===== src/rtl/lfsr_index_finder.sv =====
// Walks the generator's x^8+x^6+x^5+x^4+1 LFSR from a seed until it reaches a target and reports the step index.
// Latency: index k found after k+1 busy cycles, worst case MAX_STEPS. Requests arriving while busy or done are dropped, not queued.
module lfsr_index_finder #(
   parameter int MAX_STEPS = 255
) (
   input  logic       clk,
   input  logic       reset_n,
   input  logic       start,
   input  logic [7:0] sw_in,
   input  logic [7:0] target,
   output logic [7:0] seq_num,
   output logic       found,
   output logic       busy,
   output logic       done
);

   typedef enum logic [1:0] {
      IDLE   = 2'd0,
      SEARCH = 2'd1,
      DONE   = 2'd2
   } state_t;

   localparam logic [7:0] LAST_CNT  = 8'(MAX_STEPS - 1);
   localparam logic [7:0] NOT_FOUND = 8'hFF;

   state_t     state_q, state_d;
   logic [7:0] lfsr_q, lfsr_d;
   logic [7:0] tgt_q, tgt_d;
   logic [7:0] count_q, count_d;
   logic [7:0] seq_num_q, seq_num_d;
   logic       found_q, found_d;
   logic       busy_q, busy_d;
   logic       done_q, done_d;

   function automatic logic [7:0] lfsr_next(input logic [7:0] s);
      return {s[6:0], s[7] ^ s[5] ^ s[4] ^ s[3]};
   endfunction

   always_comb begin
      state_d   = state_q;
      lfsr_d    = lfsr_q;
      tgt_d     = tgt_q;
      count_d   = count_q;
      seq_num_d = seq_num_q;
      found_d   = found_q;
      busy_d    = busy_q;
      done_d    = 1'b0;

      unique case (state_q)
         IDLE: begin
            if (start) begin
               lfsr_d  = sw_in;
               tgt_d   = target;
               count_d = 8'h00;
               busy_d  = 1'b1;
               found_d = 1'b0;
               state_d = SEARCH;
            end
         end
         SEARCH: begin
            // Match beats the zero-lockup abort so seed 0 / target 0 reports index 0.
            if (lfsr_q == tgt_q) begin
               seq_num_d = count_q;
               found_d   = 1'b1;
               busy_d    = 1'b0;
               done_d    = 1'b1;
               state_d   = DONE;
            end else if (lfsr_q == 8'h00 || count_q == LAST_CNT) begin
               seq_num_d = NOT_FOUND;
               found_d   = 1'b0;
               busy_d    = 1'b0;
               done_d    = 1'b1;
               state_d   = DONE;
            end else begin
               lfsr_d  = lfsr_next(lfsr_q);
               count_d = count_q + 8'd1;
            end
         end
         DONE: begin
            state_d = IDLE;
         end
         default: begin
            state_d = IDLE;
         end
      endcase
   end

   always_ff @(posedge clk or negedge reset_n) begin
      if (!reset_n) begin
         state_q   <= IDLE;
         lfsr_q    <= 8'h00;
         tgt_q     <= 8'h00;
         count_q   <= 8'h00;
         seq_num_q <= 8'h00;
         found_q   <= 1'b0;
         busy_q    <= 1'b0;
         done_q    <= 1'b0;
      end else begin
         state_q   <= state_d;
         lfsr_q    <= lfsr_d;
         tgt_q     <= tgt_d;
         count_q   <= count_d;
         seq_num_q <= seq_num_d;
         found_q   <= found_d;
         busy_q    <= busy_d;
         done_q    <= done_d;
      end
   end

   assign seq_num = seq_num_q;
   assign found   = found_q;
   assign busy    = busy_q;
   assign done    = done_q;

endmodule


===== config.mk =====
export PLATFORM = sky130hd
export DESIGN_NAME = lfsr_index_finder
export DESIGN_NICKNAME = d
export VERILOG_FILES = /design/src/rtl/lfsr_index_finder.sv
export SDC_FILE = /design/constraint.sdc
export NUM_CORES = 1
export LEC_CHECK = 0
export BUFFER_PORTS_ARGS = -buffer_cell sky130_fd_sc_hd__buf_2
export CORE_ASPECT_RATIO = 0.9
export CORE_MARGIN = 2
export CORE_UTILIZATION = 45
export CTS_CLUSTER_SIZE = 8
export DETAILED_ROUTE_END_ITERATION = 16
export PLACE_DENSITY = 0.66
export SYNTH_ARGS = -nofsm -noshare
export SYNTH_HDL_FRONTEND = slang
export SYNTH_SLANG_ARGS = --single-unit

===== constraint.sdc =====
create_clock -name clk -period 2.1 [get_ports clk]
set_clock_uncertainty 0.15 [all_clocks]
set_input_delay 0.42 -clock clk [delete_from_list [all_inputs] [get_ports clk]]
set_output_delay 0.42 -clock clk [all_outputs]
set_load 0.01 [all_outputs]

---- After elaboration in Yosys (flattened, before gate mapping) ----
Cells that the tools add are included.
operators by class
  equal/unequal tests ..................... 7
  bitwise logic cells ..................... 3
  multipliers ............................. 0
  shift-type cells ........................ 0
  $lt $le $gt $ge ......................... 0
  multiplexer cells ....................... 24
  reduce and logical (&&, ||, !) cells .... 10
  add/sub/neg operators ................... 1
  divide/modulo/power cells ............... 0
operators with widths
  operator                                             count
  2-to-1 mux 8 bit                                     8
  one-hot mux 8 bit (2 select lines)                   2
  adder 8 x 1 -> 8 bit, second input constant          1
  equality test 8 bit                                  1
  equality test 8 bit, second input constant           1
  logical NOT 8 bit                                    1
  2-to-1 mux 1 bit                                     8
  2-to-1 mux 2 bit                                     3
  != test 2 bit, second input constant                 3
  AND reduction 2 bit                                  3
  one-hot mux 1 bit (2 select lines)                   2
  one-hot mux 2 bit (2 select lines)                   1
  AND reduction 4 bit                                  1
  nonzero test 2 bit                                   2
  != test 3 bit, second input constant                 1
  AND reduction 3 bit                                  1
  bitwise XOR 1 bit                                    3
  equality test 2 x 1 -> 1 bit, second input constant  1
  logical NOT 2 bit                                    1
  logical OR 1 bit                                     1
word-level totals
  bits in registers ....................... 37
  output and inout bits ................... 11
  bits in latches ......................... 0
  ROM bits ................................ 0
  bits of input ports ..................... 19
  RAM bits ................................ 0
  memories kept ........................... 0
  logic and storage cells ................. 53

---- Logic depth before layout (Yosys ltp) ----
Gate-level depths: netlist of the first run.
  word-level depth ........................ 6
  gate-level depth with buffers ........... 9
  mapped depth without buffers ............ 7

---- Worst setup path after synthesis of the first run ----
Ideal clock, no wire load.
  kind .................................... register to register
  from .................................... register count_q[0]
  to ...................................... register lfsr_q[4]
  buffers on the path ..................... 2
  setup time .............................. 0.123 ns
  data required time ...................... 1.827 ns
  period minus slack after synthesis ...... 1.916 ns
  cell stages (with the launch flop) ...... 10
  data arrival time ....................... 1.643 ns
  setup slack ............................. 0.184 ns
  path through ............................ dfrtp_1 inv_1 ha_1 nand3_1 o31a_1 buf_6 a31oi_4 inv_2 buf_6 o221a_1
on the way
  word-level cells in the longest chain between the ends .. 4
RTL lines
  item                           line  RTL
  start, declared                29    logic [7:0] count_q, count_d;
  start signal, assigned         102   count_q <= count_d;
  equality test 8 bit            68    end else if (lfsr_q == 8'h00 || count_q == LAST_CNT) begin
  logical OR 1 bit               68
  != test 2 bit (no line)        n/a
  AND reduction 4 bit (no line)  n/a
  end signal, assigned           100   lfsr_q <= lfsr_d;
  end, declared                  27    logic [7:0] lfsr_q, lfsr_d;
Every way passes these cells.
A chain may end at the register's enable or synchronous reset.

---- Worst setup path in the final report of the first run ----
  from .................................... register lfsr_q[4]
  to ...................................... register lfsr_q[1]
on the way
  word-level cells in the longest chain between the ends .. 4
  elaborated cells on any way between the ends .. 6
  those cells by class .................... eq/ne (3); reduce/logical (3)
RTL lines
  item                             line
  logical NOT 8 bit                68
  logical OR 1 bit                 68
  != test 2 bit (no line)          n/a
  AND reduction 4 bit (no line) *  n/a
Every way passes the cells marked *; elsewhere a longest branch is shown, timed or not.

==> results of run 1 <==
-- power by group through the flow --
stage	Sequential, W	Clock, W	Combinational (W)
2_1_floorplan	0.00135	0	0.000902
3_3_place_gp	0.00131	0	0.00130
3_5_place_dp	0.00133	0	0.00132
4_1_cts	0.00132	0.000511	0.00133
5_1_grt	0.00138	0.000551	0.00148
6_report	0.00133	0.000497	0.00133
-- worst max-delay path, stage by stage, from the launching register on --
cell     delay [ns]
dfrtp_1        0.46
xnor2_1        0.19
nand4_1        0.16
or2_4          0.34
a31oi_4        0.18
inv_2          0.12
o221a_1        0.25
-- registers in the layout, summed over array words and instances, names as in the netlist --
register / cells
lfsr_q: 8
busy: 1
tgt_q: 8
found: 1
count_q: 8
state_q: 2
seq_num: 8
done: 1
-- metrics by stage --
stage,instance area (um^2),setup WS [ns]
after detailed placement,2010,-0.0244
final,2130,0.117
after global placement,2010,0.0461
after floorplan,1760,0.184
after global routing,2130,0.0122
after CTS,2100,0.0239
-- kinds of logic after synthesis --
logic type / Yosys count / share of synthesized area, %
flip-flops: 37 / 52.5
buffers and inverters: 11 / 3.41
adder cells (fa/ha/maj): 2 / 1.42
multiplexers: 2 / 1.14
XOR/XNOR: 11 / 5.46
AND/OR/NAND/NOR: 66 / 17.6
AO/OA/AOI/OAI: 36 / 18.5
-- final cells by class --
class                      count  area (um^2)  area share, %
sequential                    37          926           43.5
timing repair buffer          43          250           11.7
clock buffer                   7         86.3           4.05
multi-input combinational    117          792           37.2
tap                           46         57.6           2.70
inverter                       5         18.8          0.881
-- cells in the final DEF (no fill, tap or decap), types with 2 or more instances in the layout --
master,n
nand3_1,6
ha_1,2
and2_1,2
nand2_1,32
xnor2_1,11
a31oi_1,3
o2bb2ai_1,5
nand4_1,2
dfrtp_1,37
buf_4,14
clkbuf_8,6
o221a_1,6
inv_1,4
buf_2,29
mux2i_1,2
nor4_2,2
nand2b_1,8
nor2b_1,3
nor2_1,6
and3_1,2
o22a_1,9
-- worst max path at each step --
stage,start,end,slack [ns],cells after the start
floorplan,count_q[0]$_DFFE_PN0P_,lfsr_q[4]$_DFFE_PN0P_,0.18,9
global placement,lfsr_q[4]$_DFFE_PN0P_,lfsr_q[1]$_DFFE_PN0P_,0.05,6
detailed placement,lfsr_q[4]$_DFFE_PN0P_,lfsr_q[1]$_DFFE_PN0P_,-0.02,6
CTS,lfsr_q[4]$_DFFE_PN0P_,lfsr_q[1]$_DFFE_PN0P_,0.02,6
global route,lfsr_q[0]$_DFFE_PN0P_,count_q[7]$_DFFE_PN0P_,0.01,6
finish,lfsr_q[4]$_DFFE_PN0P_,lfsr_q[1]$_DFFE_PN0P_,0.12,6
-- synth_stat cells, drive strengths merged (2+ instances only) --
master | number | share of area [%]
dfrtp | 37 | 53
nand2 | 32 | 6.8
xnor2 | 11 | 5.5
o22a | 9 | 4.5
nand2b | 8 | 2.8
o221a | 7 | 4.5
nand3 | 6 | 1.7
nor2 | 6 | 1.3
inv | 5 | 1.1
o2bb2ai | 5 | 2.5
a31oi | 4 | 2.3
buf | 3 | 1.7
clkbuf | 3 | 0.64
nor2b | 3 | 1.1
a21oi | 2 | 0.78
and2 | 2 | 0.71
and3 | 2 | 0.71
ha | 2 | 1.4
mux2i | 2 | 1.1
nand4 | 2 | 0.71
nor4 | 2 | 0.71
-- layer usage --
layer | vias up | track usage (%) | share of wire, %
li1 | 681 | - | -
met1 | 657 | 26.9 | 52
met2 | 26 | 25.4 | 43
met3 | 7 | 5.76 | 3.8
met4 | 0 | 7.45 | 1.5
met5 | - | 0 | 0
-- repair_timing --
item | in CTS | in global routing
hold endpoints to repair | 0 | 0
gates cloned | 0 | 0
setup endpoints to repair | 7 | 11
pin swaps | 0 | 1
buffers inserted | 0 | 3
gates resized for setup | 1 | 2
==> metrics.yaml, run 1 <==
route:
  postRouteWirelength_mm: 3.66
  drt_iter0_drc: 40
  ant_nets: 0
  vias: 1371
  drc: 0
  vias_per_cell: 5.38
  wl_per_cell_um: 14.4
  dr.pass1.iters: 6
sta:
  finalSetupTns_ns: 0
  fmax_ghz: 0.504
  layout_min_cycle_time_ns: 1.98
  drv_slew: 0
  relSlewSlack_pct: 68.9
  rsz0062_at_grt: "false"
  max_slew.worst_pin.slew_ns: 0.466
  fin_crit_sh_pct: 94.5
  setup_violations: 0
  hold_viol_final: 0
  timing.hold.ws_ns: 0.0151
cells_and_area:
  n_fill_cell: 350
  areaGrowthSynthToFinish_pct: 20.9
  layout-drive-gt1-share_pct: 26.8
  nets: 230
  antenna_cells: 0
  final_util_pct: 57.1
  finalNonFillerCells: 255
pwr:
  total_power_w: 0.00316
  p_sw_w: 0.00116
  p_int_w: 0.00201
  cellLeakagePower_nw: 0.983
  sequentialPowerShare_pct: 42.1
  ir_worst_vdd_uv: 761
  pwr_density_cell_mw_per_mm2: 1480
  power.share.clock_pct: 15.7
  p_sw_share_pct: 36.5
  p_comb_share_pct: 42.2
synthesis:
  yosysWarnings: 0
  syn_area_mm2: 0.00176
  ys_seq_area_share_pct: 52.5
  synth-edff-count: 0
  syn_nets: 186
  synth_cell_types: 38
  synthCells: 165
  avgSynthCellArea_um2: 10.7
  yosys_most_used_dff: "dfrtp_1"
  async_flop_share_pct: 100
  synth-seq-cells: 37
cts:
  cts_hold_buf: 0
  clock_latency_ns: 0.29
  tritoncts: "yes"
  h-tree-depth: 2
  cts.clk_slew.worst_paths_ns: 0.07
  cts_buffer_depth: 2
  root_buffer: "clkbuf_8"
  cts_buffers: 5
  clock_sinks: 37
global_route:
  grt_pass1_wl_mm: 6.38
  grt_max_degree: 38
  grt_overflow_total: 0
  antenna_found_initial: 0
  grt_pass1_vias: 1345
  track_usage_pct: 18.4
flow_run:
  maxCapViolCount: 0
floorplan:
  core-area_mm2: 0.00373
  dieWidth_um: 70.0
  rows: 21
  ios: 30
  start_util_pct: 47.3
  dieArea_mm2: 0.00444
  die_height_um: 63.4
critical_path:
  worstSetupEndpointType: "flip-flop"
  r2r_end: "lfsr_q[1]$_DFFE_PN0P_"
  r2r-start: "lfsr_q[4]$_DFFE_PN0P_"
  cp.required_ns: 2.12
  path_class: "reg2reg"
  arrival_ns: 2.00
  cp-start-kind: "flip-flop"
  rr_worst_depth: 6
  reg2reg_slack_ns: 0.12
  path_max_fanout: 11
placement:
  gp_congestion: 0.905
  port_buffers: 29
  dpl.hpwl_mm: 2.55
  placed_cells: 245
status:
  outcome: "complete, no violations"
hold_path:
  worstHoldPathType: "in2async"
(Power assumes the default switching activity.)
==> run 2, diff against run 1 <==
- CAP_MARGIN: not set -> 5
- CORE_ASPECT_RATIO: 0.9 -> not set
- HOLD_SLACK_MARGIN: not set -> 0.05
==> metrics.yaml, run 2 (same netlist as run 1, synthesis figures left out) <==
sta:
  max_slew.worst_pin.slew_ns: 0.453  # -0.0125 ns
  fmax_ghz: 0.503  # -0.15%
  finalSetupTns_ns: 0  # unchanged
  relSlewSlack_pct: 69.8  # +0.83 points
  layout_min_cycle_time_ns: 1.99  # +0.00308 ns
  hold_viol_final: 0  # unchanged
  fin_crit_sh_pct: 94.6  # +0.15 points
  setup_violations: 0  # unchanged
  drv_slew: 0  # unchanged
  rsz0062_at_grt: "false"
floorplan:
  dieArea_mm2: 0.00443  # about the same
  ios: 30  # unchanged
  core-area_mm2: 0.00372  # -0.40%
  rows: 22  # +4.8%
  die_height_um: 66.6  # +5.1%
  start_util_pct: 47.4  # +0.19 points
  dieWidth_um: 66.6  # -4.8%
cells_and_area:
  nets: 227  # -1.3%
  final_common_cell: "dfrtp_1"
  design_area_mm2: 0.00213  # -0.23%
  multiInputGateArea_um2: 779  # -1.6%
  antenna_cells: 0  # unchanged
  regArea_um2: 926  # unchanged
  areaGrowthSynthToFinish_pct: 20.6
  n_fill_cell: 345  # -1.4%
  layout-drive-gt1-share_pct: 24.6  # -2.2 points
  layout_common_cells: "dfrtp_1, nand2_1, buf_2, xnor2_1, buf_4"
hold_path:
  worstHoldPathType: "in2reg"
  min_from: "target[6]"
cts:
  cts.clk_slew.worst_paths_ns: 0.07  # about the same
  h-tree-depth: 2  # unchanged
  clock_latency_ns: 0.29  # about the same
  clock_sinks: 37  # unchanged
  cts_buffer_depth: 2  # unchanged
  postCtsSetupRepairBufs: 0  # unchanged
  tritoncts: "yes"
  root_buffer: "clkbuf_8"
  cts_buffers: 5  # unchanged
route:
  drt_iter0_drc: 60  # +50%
  postRouteWirelength_mm: 3.57  # -2.6%
  wl_per_cell_um: 14.0  # -2.6%
  dr.pass1.iters: 4  # -2
  vias: 1376  # +0.36%
  ant_nets: 0  # unchanged
  drc: 0  # unchanged
  vias_per_cell: 5.40  # +0.36%
critical_path:
  cp-startpoint: "lfsr_q[4]$_DFFE_PN0P_"
  path_max_fanout: 11  # unchanged
  cp-start-kind: "flip-flop"
  cp.required_ns: 2.13  # about the same
  arrival_ns: 2.01  # about the same
  path_class: "reg2reg"
  r2r-start: "lfsr_q[4]$_DFFE_PN0P_"
  worstSetupEndpointType: "flip-flop"
flow_run:
  maxCapViolCount: 0  # unchanged
pwr:
  pwr_density_cell_mw_per_mm2: 1530  # +3.4%
  ir_worst_vdd_uv: 592  # -22%
  cellLeakagePower_nw: 0.982  # -0.12%
placement:
  gp_congestion: 0.975  # +7.6%
  placed_cell_area_mm2: 0.00200  # -0.25%
  dpl.hpwl_mm: 2.61  # +2.4%
  port_buffers: 29  # unchanged
global_route:
  track_usage_pct: 18.9  # +0.45 points
  grt_max_degree: 38  # unchanged
  grt_pass1_vias: 1359  # +1.0%
  grt_overflow_total: 0  # unchanged
  antenna_found_initial: 0  # unchanged
  grt_pass1_wl_mm: 6.20  # -2.7%
status:
  outcome: "complete, no violations"
## run 2: through the flow
step           total power (W)  cells  hold WS (ns)  util [%]  worst slack, ns
6_report               0.00326    255         0.170      57.2            0.113
5_1_grt                0.00354    255         0.167      57.2           0.0216
4_1_cts                0.00330    255         0.156      57.1           0.0866
3_5_place_dp           0.00268    246         0.336      53.9           0.0855
3_3_place_gp           0.00264    246         0.331      53.9            0.156
2_1_floorplan          0.00225    165       -0.0256         -            0.184
## run 2: worst max-delay path, stage by stage (launching register included)
cell and delay [ns]:
dfrtp_1 0.45, nor4_1 0.28, nand2_1 0.13, o31a_1 0.25
a31oi_4 0.23, inv_2 0.12, o221a_1 0.25
## run 2: layout make-up
class / instances / area share [%]
tap: 48 / 2.83
timing repair buffer: 40 / 10.8
inverter: 5 / 0.883
multi-input combinational: 117 / 36.7
clock buffer: 6 / 3.41
sequential: 37 / 43.6
clock inverter: 2 / 1.82
## run 2: final timing paths
kind	to	slack, ns	depth (start not counted)
setup / recovery	lfsr_q[1]$_DFFE_PN0P_	0.11	6
setup reg to reg	lfsr_q[1]$_DFFE_PN0P_	0.11	6
max in group asynchronous	found$_DFFE_PN0P_	0.93	3
min in group asynchronous	seq_num[2]$_DFFE_PN0P_	0.54	3
hold reg to reg	tgt_q[4]$_DFFE_PN0P_	0.35	2
hold / removal	tgt_q[6]$_DFFE_PN0P_	0.17	3
## run 2: metal layers
layer | global-route usage (%) | part of all wire [%] | up-vias
met5 | 0 | 0 | -
met4 | 7.40 | 1.2 | 0
met3 | 5.91 | 5.2 | 6
met2 | 30.6 | 50 | 44
met1 | 23.4 | 44 | 655
li1 | - | - | 671
## run 2: power by group
| group | switching, W | internal, W | total (W) |
|---|---|---|---|
| combinational | 0.000640 | 0.000712 | 0.00135 |
| sequential | 0.000268 | 0.00104 | 0.00131 |
| clock | 0.000246 | 0.000356 | 0.000602 |
| total | 0.00115 | 0.00211 | 0.00326 |
## run 2: repair_timing
| action | 4_1_cts | 5_1_grt |
|---|---|---|
| endpoints found under the setup margin | 0 | 9 |
| hold buffers | 1 | 0 |
| resized for setup | 0 | 1 |
| hold endpoints to repair | 37 | 0 |
==> run 3, diff against run 2 <==
- CELL_PAD_IN_SITES_DETAIL_PLACEMENT: not set -> 1
- CELL_PAD_IN_SITES_GLOBAL_PLACEMENT: not set -> 2
- CORE_UTILIZATION: 45 -> 35
- PLACE_DENSITY: 0.66 -> not set
- PLACE_DENSITY_LB_ADDON: not set -> 0.1
==> metrics.yaml, run 3 (same netlist as run 1, synthesis figures left out) <==
status:
  outcome: "complete, no violations"
cts:
  cts_buffer_depth: 2  # unchanged
  cts.clk_slew.worst_paths_ns: 0.08  # about the same
  clock_latency_ns: 0.29  # about the same
  tritoncts: "yes"
  root_buffer: "clkbuf_8"
  cts_buffers: 5  # unchanged
  postCtsSetupRepairBufs: 0  # unchanged
  h-tree-depth: 2  # unchanged
  clock_sinks: 37  # unchanged
floorplan:
  start_util_pct: 36.8  # -11 points
  ios: 30  # unchanged
  die_height_um: 75.0  # +13%
  dieWidth_um: 75.0  # +13%
  dieArea_mm2: 0.00562  # +27%
  core-area_mm2: 0.00479  # +29%
  rows: 25  # +14%
critical_path:
  cp_top_family: "compound AO/OA/AOI/OAI gates"
  cp.required_ns: 2.13  # about the same
  cp_slowest_cell: "o31a_2"
  crit_buf_inv: 2  # +1
  path_class: "reg2reg"
  worstSetupEndpointType: "flip-flop"
  path_cells: "inv_1 > ha_1 > nand3_1 > o31a_2 > a31oi_4 > inv_2 > o221a_2"
  path_max_fanout: 11  # unchanged
  cp-start-kind: "flip-flop"
  arrival_ns: 2.05  # +0.04 ns
  cp_slowest_stage_delay_ns: 0.41  # -0.04 ns
cells_and_area:
  final_util_pct: 45.4  # -12 points
  n_fill_cell: 564  # +63%
  nets: 229  # +0.88%
  areaGrowthSynthToFinish_pct: 23.4
  layout-drive-gt1-share_pct: 26.8  # +2.2 points
  final_common_cell: "dfrtp_1"
  layout_common_cells: "dfrtp_1, nand2_1, buf_2, xnor2_1, buf_4"
  design_area_mm2: 0.00217  # +2.3%
  antenna_cells: 0  # unchanged
pwr:
  pwr_density_cell_mw_per_mm2: 1510  # -1.8%
  ir_worst_vdd_uv: 597  # +0.85%
  cellLeakagePower_nw: 0.996  # +1.4%
placement:
  port_buffers: 29  # unchanged
  dpl.hpwl_mm: 3.27  # +25%
  placed_cell_area_mm2: 0.00205  # +2.6%
  gp_congestion: 0.753  # -23%
  place_ws_ns: 0.0300  # -0.0555 ns
route:
  vias: 1436  # +4.4%
  drc: 0  # unchanged
  wl_per_cell_um: 16.0  # +14%
  dr.pass1.iters: 4  # unchanged
  vias_per_cell: 5.20  # -3.6%
  drt_iter0_drc: 70  # +17%
  postRouteWirelength_mm: 4.41  # +24%
  ant_nets: 0  # unchanged
sta:
  fmax_ghz: 0.495  # -1.7%
  rsz0062_at_grt: "false"
  timing.hold.ws_ns: 0.166  # -0.00362 ns
  finalSetupTns_ns: 0  # unchanged
  fin_crit_sh_pct: 96.2  # +1.6 points
  drv_slew: 0  # unchanged
  hold_viol_final: 0  # unchanged
  setup_violations: 0  # unchanged
  fin_ws_ns: 0.0801  # -0.0334 ns
  layout_min_cycle_time_ns: 2.02  # +0.0334 ns
  relSlewSlack_pct: 71.7  # +1.9 points
  max_slew.worst_pin.slew_ns: 0.424  # -0.0292 ns
global_route:
  grt_pass1_wl_mm: 7.58  # +22%
  track_usage_pct: 18.2  # -0.73 points
  grt_pass1_vias: 1585  # +17%
  grt_max_degree: 38  # unchanged
  antenna_found_initial: 0  # unchanged
  grt_overflow_total: 0  # unchanged
flow_run:
  maxCapViolCount: 0  # unchanged
hold_path:
  worstHoldPathType: "in2reg"
[run 3: cell types whose count changed in the layout (fill, tap and decap cells not counted), sizes merged]
| cell | change |
|---|---|
| buf | +2 |
| bufinv | -1 |
| clkbuf | +1 |
[run 3: per-layer routing]
| layer | share of wire [%] | up-vias | track usage (%) |
|---|---|---|---|
| met2 | 50 | 34 | 30.6 |
| li1 | - | 673 | - |
| met3 | 3.5 | 7 | 4.15 |
| met1 | 44 | 722 | 22.5 |
| met4 | 1.7 | 0 | 7.14 |
| met5 | 0 | - | 0 |
[run 3: final timing paths]
path                                             start                endpoint  slack (ns)  cells after the start
worst max-delay path            count_q[0]$_DFFE_PN0P_   lfsr_q[6]$_DFFE_PN0P_        0.08                      7
worst min-delay path                         target[3]    tgt_q[3]$_DFFE_PN0P_        0.17                      3
worst max register to register  count_q[0]$_DFFE_PN0P_   lfsr_q[6]$_DFFE_PN0P_        0.08                      7
worst min register to register  seq_num[4]$_DFFE_PN0P_  seq_num[4]$_DFFE_PN0P_        0.35                      1
max in group asynchronous                      reset_n    tgt_q[5]$_DFFE_PN0P_        1.12                      3
min in group asynchronous                      reset_n    tgt_q[7]$_DFFE_PN0P_        0.47                      3
[run 3: stage by stage]
stage,power [W],instances
6_report,0.00328,276
5_1_grt,0.00354,276
4_1_cts,0.00331,276
3_5_place_dp,0.00275,267
3_3_place_gp,0.00266,267
2_1_floorplan,0.00225,165
[run 3: area by class of cell]
cell class | count | area (um^2) | share of cell area (%)
flip-flops and latches | 37 | 926 | 42.6
multi-input cells | 117 | 787 | 36.2
repair buffers | 42 | 258 | 11.9
clock buffers | 7 | 96.3 | 4.43
well taps | 67 | 83.8 | 3.85
inverters | 5 | 18.8 | 0.863
clock inverters | 1 | 5.00 | 0.230
[run 3: where the power goes]
part / leakage [nW] / switching [W] / internal, W / total, W
combinational: 0.482 / 0.000683 / 0.000723 / 0.00141
clock: 0.0542 / 0.000250 / 0.000297 / 0.000547
sequential: 0.459 / 0.000285 / 0.00104 / 0.00132
[run 3: repair_timing]
item | in CTS | in global routing
hold endpoints to repair | 37 | 0
hold buffers | 1 | 0
gates resized for setup | 0 | 3
setup endpoints to repair | 0 | 12
[run 3: worst reg2reg max path, cell delays in order, from the launching register on]
cell and delay [ns]:
dfrtp_1 0.39, inv_1 0.06, ha_1 0.18, nand3_1 0.12
o31a_2 0.41, a31oi_4 0.21, inv_2 0.13, o221a_2 0.27
